===== config.mk =====
export PLATFORM = sky130hd
export DESIGN_NAME = mem_access_ctrl
export DESIGN_NICKNAME = d
export VERILOG_FILES = /design/src/rtl/mem_access_ctrl.sv
export SDC_FILE = /design/constraint.sdc
export NUM_CORES = 1
export LEC_CHECK = 0
export BUFFER_PORTS_ARGS = -buffer_cell sky130_fd_sc_hd__clkbuf_2
export CAP_MARGIN = 30
export CORE_UTILIZATION = 53
export CTS_CLUSTER_DIAMETER = 50
export CTS_CLUSTER_SIZE = 12
export DETAILED_ROUTE_END_ITERATION = 8
export PLACE_DENSITY = 0.8
export SLEW_MARGIN = 20
export SYNTH_ARGS = -nofsm -noshare
export SYNTH_HDL_FRONTEND = slang
export SYNTH_SLANG_ARGS = --single-unit

===== constraint.sdc =====
create_clock -name clk -period 5.55 [get_ports clk]
set_clock_uncertainty 0.05 [all_clocks]
set_input_delay 0.555 -clock clk [delete_from_list [all_inputs] [get_ports clk]]
set_output_delay 0.555 -clock clk [all_outputs]
set_load 0.02 [all_outputs]

===== src/rtl/mem_access_ctrl.sv =====
// rtl/mem_access_ctrl.sv - multicycle load/store sequencer with read-modify-write for sub-word stores.
// Optional misalignment trapping is enabled by defining MEMCTRL_ALIGN_CHECK_EN.
module mem_access_ctrl #(
    parameter int MEM_LAT = 1
) (
    input  logic        clk,
    input  logic        reset,
    input  logic        start,
    input  logic [2:0]  op,
    input  logic        ld_unsigned,
    input  logic [31:0] addr,
    input  logic [31:0] wdata,
    input  logic [31:0] mem_rdata,
    output logic [31:0] mem_addr,
    output logic        mem_wr,
    output logic [31:0] mem_wdata,
    output logic [31:0] load_data,
    output logic        ext_sel,
    output logic        busy,
    output logic        done,
    output logic        err
);

    typedef enum logic [2:0] {
        S_IDLE,
        S_RD,
        S_WAIT,
        S_CAP,
        S_MERGE,
        S_WR,
        S_DONE
    } state_t;

    localparam logic [1:0] WAIT_INIT = 2'((MEM_LAT > 1) ? MEM_LAT - 2 : 0);

    state_t      r_state;
    logic [2:0]  r_op;
    logic [1:0]  r_lane;
    logic [15:0] r_wdata;
    logic        r_uns;
    logic        r_bad;
    logic [1:0]  r_cnt;
    logic [31:0] r_rdata;
    logic [31:0] r_mem_addr;
    logic        r_mem_wr;
    logic [31:0] r_mem_wdata;
    logic [31:0] r_load_data;
    logic        r_ext_sel;
    logic        r_busy;
    logic        r_done;
    logic        r_err;

    logic        w_misaligned;
    logic        w_bad;
    logic [7:0]  w_byte;
    logic [15:0] w_half;
    logic [31:0] w_load_ext;
    logic [31:0] w_mask;
    logic [31:0] w_ins;
    logic [31:0] w_merged;

`ifdef MEMCTRL_ALIGN_CHECK_EN
    assign w_misaligned = ((op[1:0] == 2'b01) && addr[0]) ||
                          ((op[1:0] == 2'b00) && (addr[1:0] != 2'b00));
`else
    assign w_misaligned = 1'b0;
`endif
    assign w_bad = (op[1:0] == 2'b11) || w_misaligned;

    // Lane selection and merge work on the captured word and the registered request only.
    always_comb begin
        w_byte = 8'(r_rdata >> {r_lane, 3'b000});
        w_half = 16'(r_rdata >> {r_lane[1], 4'b0000});
        case (r_op[1:0])
            2'b00:   w_load_ext = r_rdata;
            2'b01:   w_load_ext = r_uns ? {16'h0000, w_half} : {{16{w_half[15]}}, w_half};
            default: w_load_ext = r_uns ? {24'h000000, w_byte} : {{24{w_byte[7]}}, w_byte};
        endcase
        if (r_op[1:0] == 2'b01) begin
            w_mask = 32'h0000_FFFF << {r_lane[1], 4'b0000};
            w_ins  = {2{r_wdata}};
        end else begin
            w_mask = 32'h0000_00FF << {r_lane, 3'b000};
            w_ins  = {4{r_wdata[7:0]}};
        end
        w_merged = (r_rdata & ~w_mask) | (w_ins & w_mask);
    end

    always_ff @(posedge clk or posedge reset) begin
        if (reset) begin
            r_state     <= S_IDLE;
            r_op        <= 3'b000;
            r_lane      <= 2'b00;
            r_wdata     <= 16'h0000;
            r_uns       <= 1'b0;
            r_bad       <= 1'b0;
            r_cnt       <= 2'b00;
            r_rdata     <= 32'h0;
            r_mem_addr  <= 32'h0;
            r_mem_wr    <= 1'b0;
            r_mem_wdata <= 32'h0;
            r_load_data <= 32'h0;
            r_ext_sel   <= 1'b1;
            r_busy      <= 1'b0;
            r_done      <= 1'b0;
            r_err       <= 1'b0;
        end else begin
            r_mem_wr  <= 1'b0;
            r_done    <= 1'b0;
            r_err     <= 1'b0;
            r_ext_sel <= 1'b1;
            // busy spans the done cycle; a start accepted in that cycle keeps it high
            if (r_done) begin
                r_busy <= 1'b0;
            end
            case (r_state)
                S_IDLE: begin
                    if (start) begin
                        r_op    <= op;
                        r_lane  <= addr[1:0];
                        r_wdata <= wdata[15:0];
                        r_uns   <= ld_unsigned;
                        r_bad   <= w_bad;
                        r_busy  <= 1'b1;
                        if (w_bad) begin
                            r_state <= S_DONE;
                        end else if (op == 3'b100) begin
                            r_mem_addr  <= {addr[31:2], 2'b00};
                            r_mem_wdata <= wdata;
                            r_state     <= S_WR;
                        end else begin
                            r_mem_addr <= {addr[31:2], 2'b00};
                            r_state    <= S_RD;
                        end
                    end
                end
                S_RD: begin
                    if (MEM_LAT > 1) begin
                        r_cnt   <= WAIT_INIT;
                        r_state <= S_WAIT;
                    end else begin
                        r_state <= S_CAP;
                    end
                end
                S_WAIT: begin
                    if (r_cnt == 2'b00) begin
                        r_state <= S_CAP;
                    end else begin
                        r_cnt <= r_cnt - 2'd1;
                    end
                end
                S_CAP: begin
                    r_rdata <= mem_rdata;
                    r_state <= r_op[2] ? S_MERGE : S_DONE;
                end
                S_MERGE: begin
                    r_mem_wdata <= w_merged;
                    r_state     <= S_WR;
                end
                S_WR: begin
                    r_mem_wr <= 1'b1;
                    r_state  <= S_DONE;
                end
                S_DONE: begin
                    r_done <= 1'b1;
                    r_err  <= r_bad;
                    if (!r_op[2] && !r_bad) begin
                        r_load_data <= w_load_ext;
                        r_ext_sel   <= 1'b0;
                    end
                    r_state <= S_IDLE;
                end
                default: r_state <= S_IDLE;
            endcase
        end
    end

    assign mem_addr  = r_mem_addr;
    assign mem_wr    = r_mem_wr;
    assign mem_wdata = r_mem_wdata;
    assign load_data = r_load_data;
    assign ext_sel   = r_ext_sel;
    assign busy      = r_busy;
    assign done      = r_done;
    assign err       = r_err;

endmodule


==> results.toml, run 1 <==
[synth]
synthTopCellsByArea = "dfrtp_1, mux2_4, mux2i_1"
yosysWarningCount = 0
synth-seq-cells = 159
synth-edff-count = 0
synthCells = 652
yosysTopAreaCell = "dfrtp_1"
synth_compound_area_share_pct = 7.12
ys.flop_type = "dfrtp_1"
muxShareOfSynthArea_pct = 23.2
yosys.cell_types.count = 45
synth_top_area_share_pct = 51.8
synth_top_family_by_area = "multiplexers"
syn_area_sq_mm = 0.00763
ys_async_sr_fraction_pct = 100
synth-simple-area-share_pct = 13.2
synth-xor-area-share_pct = 0.115
ys_seq_area_share_pct = 52.2
synthAdderAreaFrac_pct = 0.164
postSynthAreaPerCell_sq_um = 11.7

[placed_design]
io_buffers = 201
dpl-instance-area_sq_mm = 0.00870
dp_hpwl_mm = 14.1
place.gp.congestion = 0.844
pre_cts_ws_ns = 3.13

[floorplanning]
die_w_um = 122
start_util_pct = 54.7
die_h_um = 122
core_sq_mm = 0.0139
die_area_sq_mm = 0.0149
ios = 204
std_cell_rows = 43

[cts]
clk_path_buf_depth = 2
cts_tree = "done"
holdBufCountCts = 0
htree_levels = 4
clkTransAtPathRegs_ns = 0.07
cts_buffers = 17
clkLatencyLatePin_ns = 0.43
clock-sinks = 159
postCtsSetupBuffers = 0
cts_root_buf = "clkbuf_16"
cts-resized-gates = 0

[critical_path]
critical_path_class = "reg -> reg"
path_max_fanout = 29
crit_end = "mem_wdata[14]$_DFFE_PP0P_"
start_kind = "flop"
endpoint_kind = "flop"
crit_required_ns = 5.80
crit_path_cell_trace = "nand2b_1 -> mux2_2 -> o221ai_1 -> o21ai_0"
crit-reg2reg-capture = "mem_wdata[14]$_DFFE_PP0P_"
rr_startpoint = "r_op[1]$_DFFE_PP0P_"
r2r_cells = 4
max_stage_delay_ns = 0.93
slowest_stage = "dfrtp_1"
r2r_slack_ns = 3.07
startpoint = "r_op[1]$_DFFE_PP0P_"
cp.arrival_ns = 2.73

[cells_and_area]
stdcell_area_sq_mm = 0.00939
syn2layout_area_growth_pct = 23.1
fin_util_pct = 67.4
fillerInstances = 1053
diodes = 0
final_nets = 945
drive_gt1_share_pct = 39.6

[routing]
routed_wirelength_mm = 20.2
wl_per_cell_um = 19.5
firstDrtPassIters = 5
drt_iter0_markers = 551
route.met2.wl_mm = 9.56
via_per_inst = 5.71
highest_layer = "met4"
drc_errors = 0
vias = 5909
postRouteAntennaNets = 0
met3WireLength_mm = 1.45
wl_met1_mm = 8.70

[global_routing]
antenna_found_initial = 0
grt_pass1_wl_mm = 31.3
grt_max_degree = 105
overflow = 0
grtUsageTotal_pct = 28.4
first_global_vias = 5725

[sta]
finalSetupViolCount = 0
rsz0062_at_grt = "false"
hold_violations = 0
min_period_over_period_pct = 44.7
finalMaxSlewViolations = 0
worstMarginPinSlew_ns = 0.974
fin_setup_tns_ns = 0
fin_crit_ns = 2.48
max_slew_margin_pct = 35.1
layout_setup_ws_ns = 3.07
max_freq_mhz = 403

[pwr]
powerDensity_mw_per_mm2 = 667
p_total_mw = 6.27
vdd_drop_max_mv = 0.291
leakage_nw = 4.92

[min_path]
hold_path_class = "in -> async"

[outcome]
outcome = "complete, no violations"

[flow_run]
maxCapViolations = 0
[worst max-delay path, delay by kind of cell (launching register included)]
family / cells / cell delay (ns)
DFF: 1 / 0.93
and+or+nand+nor: 1 / 0.56
muxes: 1 / 0.42
AOI/OAI and AO/OA: 2 / 0.39
[cell type report]
type / instances / area [sq um] / share of cell area (%)
Sequential cell: 159 / 3980 / 42.4
Tap cell: 180 / 225 / 2.40
Clock buffer: 18 / 439 / 4.68
Clock inverter: 14 / 190 / 2.02
Multi-Input combinational cell: 440 / 3350 / 35.7
Inverter: 10 / 42.5 / 0.453
Timing Repair Buffer: 213 / 1160 / 12.4
[flip-flops by register name (all words and copies together) (netlist names)]
register and flops:
load_data 32, mem_wdata 32, r_rdata 32, mem_addr 30, r_wdata 16, r_op 3
r_state 3, r_cnt 2, r_lane 2, busy 1, done 1, err 1
ext_sel 1, mem_wr 1, r_bad 1, r_uns 1
[synthesized netlist by cell type, types with 3 or more instances]
master / number
clkbuf_1: 15
and2_1: 3
nand3_1: 35
nor3_1: 24
buf_6: 8
a21oi_1: 12
a21o_1: 16
o221ai_1: 8
mux4_2: 7
buf_4: 5
nor2_1: 17
mux2i_1: 58
inv_1: 8
and3_1: 3
nand2b_1: 9
dfrtp_1: 158
o32ai_1: 9
buf_2: 14
mux2_2: 13
a31oi_1: 8
nand2_1: 120
a21oi_2: 3
mux2_4: 59
o21ai_0: 15
[per-stage QoR]
step           instances  hold slack (ns)
2_1_floorplan        653            0.392
3_3_place_gp         996            0.382
3_5_place_dp         999            0.403
4_1_cts             1031            0.275
5_1_grt             1034           0.0649
6_report            1034           0.0484
[kinds of logic after synthesis]
| group | count (synthesis) |
|---|---|
| xor+xnor | 1 |
| buf+inv | 54 |
| flops | 159 |
| mux | 137 |
| compound gates | 77 |
| fa+ha+maj | 1 |
| simple gates | 222 |
| other cells | 1 |
[per-layer routing]
layer,vias to the layer above,global-route usage (%)
met5,-,0
met4,0,10.0
met3,37,6.93
met2,265,43.7
met1,2933,39.3
li1,2674,-
[worst min path at each step]
| stage | cells after the start | end | slack (ns) |
|---|---|---|---|
| finish | 2 | mem_addr[31]$_DFFE_PP0P_ | 0.05 |
| global route | 2 | mem_addr[31]$_DFFE_PP0P_ | 0.06 |
| CTS | 3 | r_wdata[13]$_DFFE_PP0P_ | 0.27 |
| detailed placement | 1 | busy$_DFF_PP0_ | 0.40 |
| global placement | 1 | busy$_DFF_PP0_ | 0.38 |
| floorplan | 2 | r_wdata[10]$_DFFE_PP0P_ | 0.39 |
[cells in the final DEF (no fill, tap or decap), drive strengths merged, types with 16 or more instances in the layout]
cell type,synthesis,final
a21o,16,16
clkbuf,16,219
dfrtp,158,158
mux2,72,72
mux2i,58,58
nand2,121,121
nand3,35,35
nor2,17,17
nor3,25,25
o21ai,16,16
[report_power, final]
part / total (mW) / internal (mW) / switching, mW
registers: 2.39 / 1.73 / 0.670
logic: 2.63 / 1.25 / 1.38
clock network: 1.24 / 0.764 / 0.481
total: 6.27 / 3.74 / 2.53
No activity file was read; power rests on OpenSTA's default activity.
==> inputs of run 2 (changes only) <==
Settings changed: CORE_UTILIZATION 53 to 48, PLACE_DENSITY 0.8 to 0.77.
Clock period 5.55 ns to 2.2 ns, I/O delays scaled along.
==> results.toml, run 2 (synthesized netlist as in run 1, its figures left out) <==
[routing]
via_per_inst = 5.49
postRouteAntennaNets = 0
wl_per_cell_um = 19.6
vias = 6306
firstDrtPassIters = 5
drc_errors = 0
drt_iter0_markers = 551
routed_wirelength_mm = 22.5

[cts]
postCtsSetupBuffers = 0
clkTransAtPathRegs_ns = 0.06
clock-sinks = 159
htree_levels = 4
clk_path_buf_depth = 2
cts_root_buf = "clkbuf_16"
cts_tree = "done"
cts_buffers = 17
clkLatencyLatePin_ns = 0.43

[sta]
fin_setup_tns_ns = 0
layout_setup_ws_ns = 0.208
min_period_over_period_pct = 90.5
max_slew_margin_pct = 59.8
finalMaxSlewViolations = 0
worstMarginPinSlew_ns = 0.603
whs_ns = 0.00848
finalSetupViolCount = 0
max_freq_mhz = 502
hold_violations = 0
fin_crit_ns = 1.99
rsz0062_at_grt = "false"

[floorplanning]
start_util_pct = 49.6
ios = 204
die_w_um = 128
die_h_um = 128
core_sq_mm = 0.0154
die_area_sq_mm = 0.0164
std_cell_rows = 45

[cells_and_area]
fillerInstances = 1121
final_nets = 1029
stdcell_area_sq_mm = 0.0103
diodes = 0
multiInputGateArea_sq_mm = 0.00335
fin_cells = 1148
layout_commonest_cell = "clkbuf_2"
layout_common_cells = "clkbuf_2, dfrtp_1, nand2_1"
seq_area_sq_mm = 0.00398
fin_util_pct = 66.9
syn2layout_area_growth_pct = 34.7
drive_gt1_share_pct = 36.5

[min_path]
hold_path_class = "in -> reg"

[placed_design]
pre_cts_ws_ns = 0.276
place_inst = 1039
place.gp.congestion = 0.854
io_buffers = 201
dpl-instance-area_sq_mm = 0.00883
dp_hpwl_mm = 14.4

[outcome]
outcome = "complete, no violations"

[critical_path]
critical_path_class = "reg -> reg"
crit_required_ns = 2.46
start_kind = "flop"
path_max_fanout = 40
endpoint_kind = "flop"
cp.arrival_ns = 2.25

[pwr]
p_total_mw = 16.3
leakage_nw = 5.28
powerDensity_mw_per_mm2 = 1590
vdd_drop_max_mv = 0.944

[global_routing]
antenna_found_initial = 0
grt_pass1_wl_mm = 35.3
grtUsageTotal_pct = 28.8
grt_max_degree = 65
overflow = 0
first_global_vias = 6404

[flow_run]
maxCapViolations = 0
==> run 2: what timing repair did <==
| action | in CTS | in global routing |
|---|---|---|
| endpoints found under the hold margin | 94 | 1 |
| resized for setup | 0 | 0 |
| hold buffers | 77 | 1 |
==> run 2: metal layers <==
layer  GRT usage, %  share of wire (%)
met3           5.80                6.4
met4           13.1                4.1
met1           38.7                 41
met5              0                  0
met2           45.1                 48
==> run 2: path summary, 6_finish.rpt <==
kind / start / slack [ns] / to / cells after the start
setup / recovery: r_state[2]$_DFFE_PP0P_ / 0.21 / load_data[7]$_DFFE_PP0P_ / 5
hold / removal: mem_rdata[10] / 0.008 / r_rdata[10]$_DFFE_PP0P_ / 2
setup reg to reg: r_state[2]$_DFFE_PP0P_ / 0.21 / load_data[7]$_DFFE_PP0P_ / 5
hold reg to reg: r_wdata[15]$_DFFE_PP0P_ / 0.42 / r_wdata[15]$_DFFE_PP0P_ / 2
max in group asynchronous: reset / 1.06 / r_wdata[14]$_DFFE_PP0P_ / 4
min in group asynchronous: reset / 0.34 / r_rdata[27]$_DFFE_PP0P_ / 3
==> run 2: where the power goes <==
| group | switching (mW) | internal, mW |
|---|---|---|
| clock | 1.21 | 2.18 |
| sequential | 1.55 | 4.36 |
| combinational | 3.77 | 3.26 |
| total | 6.53 | 9.80 |
==> run 2: layout make-up <==
type	count	share of cell area, %
Clock buffer	20	4.44
Clock inverter	11	2.06
Inverter	10	0.402
Multi-Input combinational cell	440	32.6
Sequential cell	159	38.7
Tap cell	211	2.57
Timing Repair Buffer	297	19.2
==> run 2: worst max-delay path: stages (launching register included) <==
cell	delay, ns
dfrtp_1	0.60
nand3b_1	0.23
nor3_4	0.20
buf_4	0.40
o21ai_0	0.18
o22a_1	0.20
